`config.mk`:
```
export PLATFORM = sky130hd
export DESIGN_NAME = sysid_ctrl
export DESIGN_NICKNAME = d
export VERILOG_FILES = /design/src/rtl/sysid_ctrl.sv
export SDC_FILE = /design/constraint.sdc
export NUM_CORES = 1
export LEC_CHECK = 0
export ABC_CLOCK_PERIOD_IN_PS = 2140
export CAP_MARGIN = 20
export CORE_MARGIN = 3
export CORE_UTILIZATION = 44
export DETAILED_ROUTE_END_ITERATION = 8
export HOLD_SLACK_MARGIN = 0.06
export PLACE_DENSITY_LB_ADDON = 0.25
export SETUP_SLACK_MARGIN = 0.1
export SYNTH_ARGS = -nofsm -noshare
export SYNTH_HDL_FRONTEND = slang
export SYNTH_SLANG_ARGS = --single-unit
```
`constraint.sdc`:
```
create_clock -name clk -period 2.14 [get_ports clk]
set_input_delay 0.214 -clock clk [delete_from_list [all_inputs] [get_ports clk]]
set_output_delay 0.214 -clock clk [all_outputs]
set_load 0.05 [all_outputs]
```
`src/rtl/sysid_ctrl.sv`:
```
// System-ID checker: reads ID/timestamp words after reset, on start or periodically, and shares the slave with a host reader.
// Check latency: busy for 2*SETTLE+1 cycles, done pulses one cycle later; host read data is valid 2 cycles after accept.
// Host reads are stalled by host_waitrequest while a check is pending or running; start during a check is latched once.
module sysid_ctrl #(
  parameter logic [31:0] EXPECTED_ID    = 32'd364094772,
  parameter logic [31:0] EXPECTED_TS    = 32'd1426599870,
  parameter int          SETTLE         = 1,
  parameter int          RECHECK_PERIOD = 0
) (
  input  logic        clk,
  input  logic        reset,
  output logic        sid_address,
  input  logic [31:0] sid_readdata,
  input  logic        host_read,
  input  logic        host_address,
  output logic        host_waitrequest,
  output logic        host_readdatavalid,
  output logic [31:0] host_readdata,
  input  logic        start,
  output logic        busy,
  output logic        done,
  output logic        checked,
  output logic        id_ok,
  output logic        ts_ok,
  output logic        mismatch,
  output logic [31:0] id_value,
  output logic [31:0] ts_value
);

  localparam logic [3:0]  SETTLE_M1 = 4'(SETTLE - 1);
  localparam logic [23:0] PERIOD    = 24'(RECHECK_PERIOD);

  typedef enum logic [2:0] {
    IDLE,
    RD_ID,
    RD_TS,
    COMPARE,
    HOST_RD
  } state_t;

  state_t      state;
  state_t      state_n;
  logic        check_req;
  logic [3:0]  settle_cnt;
  logic [23:0] timer;
  logic        tmr_hit;
  logic        req;
  logic        go;
  logic        host_go;
  logic        settle_last;

  // A request can come from the pending flag, a start pulse this cycle or the
  // period timer expiring this cycle; the latter two act immediately so a
  // start at T makes the check busy from T+1.
  assign tmr_hit     = (timer == 24'd1);
  assign req         = check_req | start | tmr_hit;
  assign settle_last = (settle_cnt == 4'd0);

  assign busy             = (state == RD_ID) | (state == RD_TS) | (state == COMPARE);
  assign host_waitrequest = !((state == IDLE) && !req);
  assign mismatch         = checked & !(id_ok & ts_ok);

  // Next-state logic: a pending check always wins over the host.
  always_comb begin
    state_n = state;
    go      = 1'b0;
    host_go = 1'b0;
    case (state)
      IDLE: begin
        if (req) begin
          state_n = RD_ID;
          go      = 1'b1;
        end else if (host_read) begin
          state_n = HOST_RD;
          host_go = 1'b1;
        end
      end
      RD_ID:   if (settle_last) state_n = RD_TS;
      RD_TS:   if (settle_last) state_n = COMPARE;
      COMPARE: state_n = IDLE;
      HOST_RD: state_n = IDLE;
      default: state_n = IDLE;
    endcase
  end

  // State register.
  always_ff @(posedge clk) begin
    if (reset) state <= IDLE;
    else       state <= state_n;
  end

  // Single pending-request flag; reset leaves a check queued.
  always_ff @(posedge clk) begin
    if (reset) check_req <= 1'b1;
    else       check_req <= (check_req | start | tmr_hit) & !go;
  end

  // Period timer: idle at zero until the first check completes, reloads at each compare.
  always_ff @(posedge clk) begin
    if (reset)                 timer <= 24'd0;
    else if (state == COMPARE) timer <= PERIOD;
    else if (timer != 24'd0)   timer <= timer - 24'd1;
  end

  // Slave address, settle counter and captured words.
  always_ff @(posedge clk) begin
    if (reset) begin
      sid_address <= 1'b0;
      settle_cnt  <= 4'd0;
      id_value    <= 32'd0;
      ts_value    <= 32'd0;
    end else begin
      case (state)
        IDLE: begin
          if (go) begin
            sid_address <= 1'b0;
            settle_cnt  <= SETTLE_M1;
          end else if (host_go) begin
            sid_address <= host_address;
          end
        end
        RD_ID: begin
          if (settle_last) begin
            id_value    <= sid_readdata;
            sid_address <= 1'b1;
            settle_cnt  <= SETTLE_M1;
          end else begin
            settle_cnt  <= settle_cnt - 4'd1;
          end
        end
        RD_TS: begin
          if (settle_last) ts_value   <= sid_readdata;
          else             settle_cnt <= settle_cnt - 4'd1;
        end
        default: ;
      endcase
    end
  end

  // Status flags update only at compare and hold between checks.
  always_ff @(posedge clk) begin
    if (reset) begin
      id_ok   <= 1'b0;
      ts_ok   <= 1'b0;
      checked <= 1'b0;
      done    <= 1'b0;
    end else begin
      done <= (state == COMPARE);
      if (state == COMPARE) begin
        id_ok   <= (id_value == EXPECTED_ID);
        ts_ok   <= (ts_value == EXPECTED_TS);
        checked <= 1'b1;
      end
    end
  end

  // Host read return path: capture in HOST_RD, flag valid the cycle after.
  always_ff @(posedge clk) begin
    if (reset) begin
      host_readdatavalid <= 1'b0;
      host_readdata      <= 32'd0;
    end else begin
      host_readdatavalid <= (state == HOST_RD);
      if (state == HOST_RD) host_readdata <= sid_readdata;
    end
  end

endmodule

```
==> impl_metrics.toml <==
[status]
status = "finished, violations left"
violations = "setup timing"

[placed_design]
pre_cts_ws_ns = -0.176
placedCellCount = 951
hpwl_um = 11400
port_buffers = 141
place_area_um2 = 7170
gp_congestion = 0.865

[power_and_ir_drop]
internal_power_mw = 6.29
pwr-share-comb = 0.397
clkPwrFrac = 0.291
power.density_nw_per_um2 = 1300
power_mw = 10.6
swShare = 0.405
irDropWorstVdd_mv = 0.749
leakage_nw = 2.96
switchingPower_mw = 4.29
seqPwrFrac = 0.312

[cts]
clk_pin_slew_ns = 0.05
cts.sinks = 134
cts_buffer_depth = 2
numCtsBuffers = 17
root_buffer = "clkbuf_16"
htreeDepth = 4
clk_latency_ns = 0.42
tritoncts = "done"

[timing]
period_share = 1.11
fin_ws_ns = -0.228
timing.hold.ws_ns = 0.347
rsz0062_at_grt = "yes"
max_slew.worst_pin.slew_ns = 0.622
setup-tns-final_ns = -2.61
skew_ns = 0.00650
slew-limit-headroom = 0.585
fin_crit_ns = 2.37
hold_viol = 0
drv_slew = 0
setup_viol = 25
fmax_mhz = 422

[yosys]
synth-adder-area-share = 0.00942
synthArstFlopShare = 0
synth_simple_gate_area_frac = 0.276
ys_seq_elements = 134
synthFlopType = "dfxtp_1"
synth_compound_area_frac = 0.159
synth.avg_cell_area_um2 = 8.03
synth_seq_area_share = 0.505
yosys_warnings = 0
synthesis.area_um2 = 5310
syn-num-nets = 703
synth_edf_count = 0
synth_top_family_by_area = "simple AND/OR/NAND/NOR gates"
ys_types = 51
syn_inst = 662
synth_mux_area_frac = 0.00400
synth_xor_area_frac = 0.00659

[routing]
drt_pass1_iterations = 5
totalWireLength_um = 17100
drt_iter0_markers = 331
drtAntennaViolNets = 0
num_vias = 5473
drc_errors = 0
via_per_inst = 5.50
routedWlPerCell_um = 17.2

[floorplan]
initial_utilization = 0.458
die_area_um2 = 13400
num_rows = 39
core-area_um2 = 11600
fp.dieW_um = 116
ioPinCount = 142
die_h_um = 116

[run]
drv_cap = 0

[cells_and_area]
instances_no_fill = 995
final_cell_area_um2 = 8160
final_layout_size_suffix_gt1_frac = 0.185
post-route-util = 0.703
fill_cells = 893
diodes = 0
multi_input_area_um2 = 2710
final_nets = 880
area_growth_pct = 53.5
regArea_um2 = 2690

[setup_path]
end_kind = "flip-flop"
critPathLaunchType = "flip-flop"
critPathMaxFanout = 4
cp.required_ns = 2.49
path_class = "reg -> reg"
arrival_ns = 2.72

[global_route]
gr-total-overflow = 0
grt_first_pass_wirelength_um = 27100
antenna_found_initial = 0
grt_pass1_vias = 5461
grt_max_degree = 109
grtUsageTotal = 0.258

[min_path]
hp-class = "in -> reg"
[power groups by stage]
stage / registers, mW / logic [mW] / clock network, mW
3_3_place_gp: 3.32 / 4.08 / 0
5_1_grt: 3.36 / 4.49 / 3.22
4_1_cts: 3.30 / 4.20 / 3.11
3_5_place_dp: 3.34 / 4.15 / 0
2_1_floorplan: 4.56 / 1.42 / 0
6_report: 3.30 / 4.20 / 3.08
[logic make-up after synthesis]
group,count (synthesis)
and+or+nand+nor,312
AOI/OAI and AO/OA,154
DFF,134
buffers and inverters,52
xor gates and xnor gates,4
adders and majority gates,4
muxes,2
[repair_timing]
action / 4_1_cts / 5_1_grt
endpoints found under the setup margin: 31 / 29
gates cloned: 2 / 0
resized for setup: 47 / 24
setup buffers: 5 / 5
pin swaps: 35 / 22
hold buffers: 0 / 0
[cell usage in the layout, fill, tap and decap left out, drive strengths merged, types with 6 or more instances in the layout]
master and n:
or4 17, nor4b 6, nand2 210, clkbuf 19, nor2 16, nand2b 6
or3 14, inv 9, buf 62, clkdlybuf4s50 138, a21oi 113, nor4 7
dfxtp 134, o211ai 9, o21ai 17, or2 7
[routing by layer]
layer,GRT usage,up-vias,routed length [um],part of all wire
met4,0.108,0,448,0.026
met1,0.302,2610,6840,0.40
met2,0.437,203,8580,0.50
met3,0.0799,43,1270,0.074
li1,-,2617,-,-
met5,0,-,0,0
[Yosys cell counts, types with 2 or more instances]
library cell,instances,share of area
o21ai_1,2,0.0019
o21bai_1,2,0.0028
or2_1,2,0.0024
or2_2,5,0.0059
nor2b_1,2,0.0024
nor4_1,7,0.0082
xor2_1,3,0.0049
or3_2,3,0.0042
nor3_1,5,0.0047
nand2_1,210,0.15
ha_1,4,0.0094
o211ai_1,7,0.0099
nor4bb_1,5,0.0094
o31ai_1,4,0.0057
o21ai_0,14,0.013
buf_1,2,0.0014
clkbuf_1,38,0.027
buf_6,2,0.0042
or4_1,15,0.021
or4_4,2,0.0042
nor2_1,16,0.011
nand4_1,5,0.0059
dfxtp_1,134,0.50
and2_1,2,0.0024
or3_1,11,0.013
nor4b_1,6,0.0099
a21oi_1,113,0.11
or4b_2,2,0.0038
inv_1,9,0.0064
a211oi_1,3,0.0042
nand4b_1,2,0.0033
nand2b_1,6,0.0071
[sequential cells by signal, indices dropped and copies added (netlist names), 3 cells and up]
signal	flops
host_readdata	32
id_value	32
ts_value	32
settle_cnt	4
timer	24
state	3
[worst paths after layout]
path	start	to	slack (ns)	cells past startpoint
min	reset	settle_cnt[1]	0.35	3
max reg2reg	timer[16]	timer[23]	-0.23	5
max	timer[16]	timer[23]	-0.23	5
min reg2reg	host_readdata[6]	host_readdata[6]	0.45	2
[critical path, cell delays in order (launching register included)]
cell and delay, ns:
dfxtp_1 0.31, or4_4 0.57, or4_4 0.51, or4_4 0.45
or3_4 0.35, a21oi_2 0.12
[layout make-up]
type | count | area share
Clock buffer | 19 | 0.0555
Sequential cell | 134 | 0.329
Tap cell | 143 | 0.0219
Clock inverter | 13 | 0.0219
Inverter | 9 | 0.00445
Timing Repair Buffer | 200 | 0.234
Multi-Input combinational cell | 477 | 0.332
Note: power is estimated with default switching activity, not from simulation.
